File: src/rtl/token_manager.sv
// token_manager
//   Park-slot allocator for the parking lot. Each of the 2**PARK_W slots has
//   an occupied bit and a stored token. An entry takes the lowest free slot
//   and issues token = park ^ pattern, where pattern is an LFSR that steps
//   once per issued token. An exit frees a slot only when the presented token
//   matches the stored one.
//
// Ports
//   clk, rst              clock; synchronous active-high reset
//   entry_req/ready       entry handshake (exit wins a same-cycle tie)
//   entry_ack/full        one-cycle result pulses for an accepted entry
//   entry_park/token      allocated slot and issued token (held between acks)
//   exit_req/ready        exit handshake
//   exit_park/token       slot and token presented, sampled on acceptance
//   exit_ok/err           one-cycle result pulses for an accepted exit
//   busy                  slot scan in progress
//   count                 occupied slot count
module token_manager #(
  parameter int                  PARK_W       = 3,
  parameter logic [PARK_W-1:0]   PATTERN_SEED = 3'b101,
  parameter logic [PARK_W-1:0]   LFSR_TAPS    = 3'b110
) (
  input  logic              clk,
  input  logic              rst,
  input  logic              entry_req,
  output logic              entry_ready,
  output logic              entry_ack,
  output logic              entry_full,
  output logic [PARK_W-1:0] entry_park,
  output logic [PARK_W-1:0] entry_token,
  input  logic              exit_req,
  output logic              exit_ready,
  input  logic [PARK_W-1:0] exit_park,
  input  logic [PARK_W-1:0] exit_token,
  output logic              exit_ok,
  output logic              exit_err,
  output logic              busy,
  output logic [PARK_W:0]   count
);

  localparam int             N_PARKS  = 1 << PARK_W;
  localparam logic [PARK_W:0] FULL_CNT = (PARK_W+1)'(N_PARKS);
  localparam logic [PARK_W:0] ONE_CNT  = (PARK_W+1)'(1);

  typedef enum logic {IDLE, SCAN} state_t;

  state_t                         state, state_nxt;
  logic [N_PARKS-1:0]             occ;
  logic [N_PARKS-1:0][PARK_W-1:0] tbl;
  logic [PARK_W-1:0]              pattern, pattern_nxt;
  logic [PARK_W-1:0]              idx;

  logic entry_go, exit_go, lot_full, slot_free, tok_match;

  // Handshake, next state and LFSR step.
  always_comb begin
    exit_ready  = (state == IDLE);
    entry_ready = (state == IDLE) && !exit_req;
    exit_go     = exit_req && exit_ready;
    entry_go    = entry_req && entry_ready;
    lot_full    = (count == FULL_CNT);
    slot_free   = !occ[idx];
    tok_match   = occ[exit_park] && (tbl[exit_park] == exit_token);
    busy        = (state == SCAN);
    pattern_nxt = {pattern[PARK_W-2:0], ^(pattern & LFSR_TAPS)};
    state_nxt   = state;
    case (state)
      IDLE: if (entry_go && !lot_full) state_nxt = SCAN;
      SCAN: if (slot_free)             state_nxt = IDLE;
      default:                         state_nxt = IDLE;
    endcase
  end

  always_ff @(posedge clk) begin
    if (rst) state <= IDLE;
    else     state <= state_nxt;
  end

  always_ff @(posedge clk) begin
    if (rst) begin
      entry_ack   <= 1'b0;
      entry_full  <= 1'b0;
      exit_ok     <= 1'b0;
      exit_err    <= 1'b0;
      entry_park  <= '0;
      entry_token <= '0;
      count       <= '0;
      occ         <= '0;
      tbl         <= '0;
      pattern     <= PATTERN_SEED;
      idx         <= '0;
    end else begin
      entry_ack  <= 1'b0;
      entry_full <= 1'b0;
      exit_ok    <= 1'b0;
      exit_err   <= 1'b0;

      // Exit is only accepted in IDLE, so it never collides with a scan hit.
      if (exit_go) begin
        if (tok_match) begin
          exit_ok        <= 1'b1;
          occ[exit_park] <= 1'b0;
          count          <= count - ONE_CNT;
        end else begin
          exit_err <= 1'b1;
        end
      end

      if (entry_go) begin
        if (lot_full) entry_full <= 1'b1;
        else          idx        <= '0;
      end

      // One slot per cycle; a free slot is guaranteed once the full check
      // passed, so idx never needs to wrap.
      if (state == SCAN) begin
        if (slot_free) begin
          entry_ack   <= 1'b1;
          entry_park  <= idx;
          entry_token <= idx ^ pattern;
          occ[idx]    <= 1'b1;
          tbl[idx]    <= idx ^ pattern;
          count       <= count + ONE_CNT;
          pattern     <= pattern_nxt;
        end else begin
          idx <= idx + 1'b1;
        end
      end
    end
  end

endmodule

File: config.mk
export PLATFORM = sky130hd
export DESIGN_NAME = token_manager
export DESIGN_NICKNAME = d
export VERILOG_FILES = /design/src/rtl/token_manager.sv
export SDC_FILE = /design/constraint.sdc
export NUM_CORES = 1
export LEC_CHECK = 0
export BUFFER_PORTS_ARGS = -buffer_cell sky130_fd_sc_hd__buf_2
export CAP_MARGIN = 20
export CELL_PAD_IN_SITES_DETAIL_PLACEMENT = 0
export CELL_PAD_IN_SITES_GLOBAL_PLACEMENT = 1
export CORE_MARGIN = 2
export CORE_UTILIZATION = 25
export DETAILED_ROUTE_END_ITERATION = 8
export PLACE_DENSITY_LB_ADDON = 0.15
export SLEW_MARGIN = 20
export SYNTH_ARGS = -nofsm -noshare
export SYNTH_HDL_FRONTEND = slang
export SYNTH_SLANG_ARGS = --single-unit
File: constraint.sdc
create_clock -name clk -period 3.6 [get_ports clk]
set_input_delay 0.18 -clock clk [delete_from_list [all_inputs] [get_ports clk]]
set_output_delay 0.18 -clock clk [all_outputs]
set_load 0.05 [all_outputs]
==> results.yml <==
run_status:
  run_status: "finished clean"
critical_path:
  cp-start-kind: "register"
  path_cells: "inv_1 -> a2111oi_2 -> o31ai_4 -> nor3_2 -> mux2i_1 -> nor2_1"
  worstPathRequired_ns: 3.77
  path_max_fanout: 17
  arrival_ns: 2.82
  cpPeakStageDelay_ns: 0.56
  critical_path_class: "register to register"
  endpoint_kind: "register"
  slowest_stage: "a2111oi_2"
synthesis:
  synthAdderAreaFrac_pct: 1.39
  synthSimpleGateAreaFrac_pct: 21.8
  synth-xor-area-share_pct: 1.62
  synth-seq-cells: 53
  ys_top_cells_by_area: "dfxtp_1 (39%), mux2i_1 (12%), nor2_1 (7.1%), a211oi_1 (4.4%), nand2_1 (2.6%)"
  synth.distinct_cells: 53
  synth_top_area_share_pct: 39.3
  synth-async-reset-ratio_pct: 0
  synth_top_family_by_area: "simple AND/OR/NAND/NOR gates"
  syn_area_um2: 2700
  synth-seq-area-share_pct: 39.3
  synth_ff_type: "dfxtp_1"
  synthMuxAreaShare_pct: 13.5
  synth-edff-count: 0
  yosys_warnings: 0
  synth_compound_area_share_pct: 16.7
  syn_nets: 316
  synthCells: 303
  synth_top_area_cell: "dfxtp_1"
  syn_area_per_cell_um2: 8.91
layout:
  multi_input_area_um2: 1490
  fin_util_pct: 28.9
  nFillCells: 1121
  final_cell_mix: "dfxtp_1 (53), nor2_1 (51), mux2i_1 (32), buf_2 (26), nand2_1 (19)"
  seqCellArea_um2: 1060
  synthToLayoutAreaGrowth_pct: 11.7
  fin_nets: 332
  fin_area_um2: 3020
  final_common_cell: "dfxtp_1"
  drive_above_1_share_pct: 16.6
  antenna-diode-count: 0
floorplan:
  rows: 37
  core-area_um2: 10400
  ios: 27
  fp.dieArea_um2: 11600
  start_util_pct: 25.9
  die_w_um: 108
  die_h_um: 108
clock_tree:
  insertion_delay_ns: 0.31
  post_cts_buffers: 0
  htree_levels: 2
  cts_tree: "built"
  numCtsBuffers: 5
  clock_sinks: 53
  clock_path_buffers: 2
  clk_pin_slew_ns: 0.11
  post_cts_resized: 0
  cts_hold_buf: 0
  cts-root-buf: "clkbuf_8"
min_path:
  min_path_type: "primary input to register"
route:
  wire_per_inst_um: 15.7
  drc: 0
  dr.pass1.iters: 4
  routed_via_density: 4.81
  wirelength_um: 7170
  drt_iter0_drc: 89
  vias: 2192
  ant_nets: 0
power_and_ir_drop:
  power.share.clock_pct: 32.3
  total_power_w: 0.00110
  p_switching_w: 0.000325
  powerDensity_nw_per_um2: 366
  p_seq_share_pct: 55.3
  ir_drop_mv: 0.138
  cellLeakagePower_nw: 1.12
  swShare_pct: 29.5
  internal_power_w: 0.000778
  combinationalPowerShare_pct: 12.4
timing:
  setup_ws_ns: 0.949
  rsz0062_at_grt: "no"
  relSlewSlack_pct: 35.0
  min_period_ns: 2.65
  clock_skew_ns: 0.0129
  setup_viol: 0
  fin_crit_sh_pct: 73.7
  fmax_mhz: 377
  slew_viol_final: 0
  tns_ns: 0
  hold_violations: 0
  worstMarginPinSlew_ns: 0.975
grt:
  grt_max_degree: 41
  grt_pass1_wl_um: 11600
  grt_pass1_vias: 2152
  antenna_found_initial: 0
  grt_use_total_pct: 12.9
  grt_overflow: 0
placed_design:
  place.gp.congestion: 0.733
  hpwl_um: 5230
  dp_slack_ns: 0.965
  io_buffers: 26
  dpl_cell_area_um2: 2920
job:
  cap_violations: 0
metal layers:
| metal | vias to the layer above | wire length, um | track usage, % |
|---|---|---|---|
| met2 | 37 | 3240 | 19.9 |
| met4 | 0 | 106 | 3.85 |
| li1 | 1113 | - | - |
| met1 | 1032 | 3590 | 18.2 |
| met3 | 10 | 241 | 2.78 |
| met5 | - | 0 | 0 |
cells in the mapped netlist, drive strengths merged, types with 2 or more instances:
library cell and instances:
o31a 2, buf 11, o211ai 2, nor4 3, xnor2 4, nor3b 2
o31ai 2, nor2 51, or3 3, nor3 14, dfxtp 53, nand3 8
nand2 19, clkbuf 10, nand2b 5, o22ai 6, mux2i 32, inv 12
a211o 3, a2111oi 2, mux2 4, a21oi 9, and2 2, ha 3
o21ai 4, nand3b 2, a311oi 3, a211oi 17
through the flow:
step | std cells | hold slack, ns
after floorplan | 303 | 0.298
after global placement | 448 | 0.421
after detailed placement | 448 | 0.423
after CTS | 456 | 0.0743
after global routing | 456 | 0.0885
final | 456 | 0.0849
critical path: cells and delay by family, from the launching register on:
family / cells / cell delay, ns
buffers and inverters: 1 / 0.26
AOI/OAI and AO/OA: 2 / 0.88
DFF: 1 / 0.54
muxes: 1 / 0.25
and+or+nand+nor: 2 / 0.57
cell type report:
cell class,instances,share of cell area [%]
inverter,12,1.49
sequential,53,35.2
clock buffer,5,2.28
tap,136,5.64
multi-input combinational,217,49.3
clock inverter,3,0.747
timing repair buffer,30,5.31
cell families after synthesis:
kind of cell | Yosys count
AO/OA/AOI/OAI | 58
XOR/XNOR | 5
adder cells (fa/ha/maj) | 3
buffers and inverters | 33
flip-flops | 53
multiplexers | 36
AND/OR/NAND/NOR | 115
path summary, 6_finish.rpt:
check | startpoint | endpoint | slack (ns) | cells past startpoint
worst max-delay path | idx[0] | tbl[14] | 0.95 | 6
worst min-delay path | entry_req | entry_full | 0.08 | 3
worst max register to register | idx[0] | tbl[14] | 0.95 | 6
worst min register to register | entry_park[0] | entry_park[0] | 0.46 | 2
power by group through the flow:
stage	clock [W]	sequential, W	combinational, W
6_report	0.000356	0.000610	0.000136
4_1_cts	0.000377	0.000611	0.000138
5_1_grt	0.000399	0.000613	0.000149
3_3_place_gp	0	0.000625	0.000138
3_5_place_dp	0	0.000624	0.000138
2_1_floorplan	0	0.000637	0.0000884
flip-flops by register name, indices dropped and copies added (netlist names):
name	flops
busy	1
count	4
entry_ack	1
entry_full	1
entry_park	3
entry_token	3
exit_err	1
exit_ok	1
idx	3
occ	8
pattern	3
tbl	24
No activity file was read; power rests on OpenSTA's default activity.
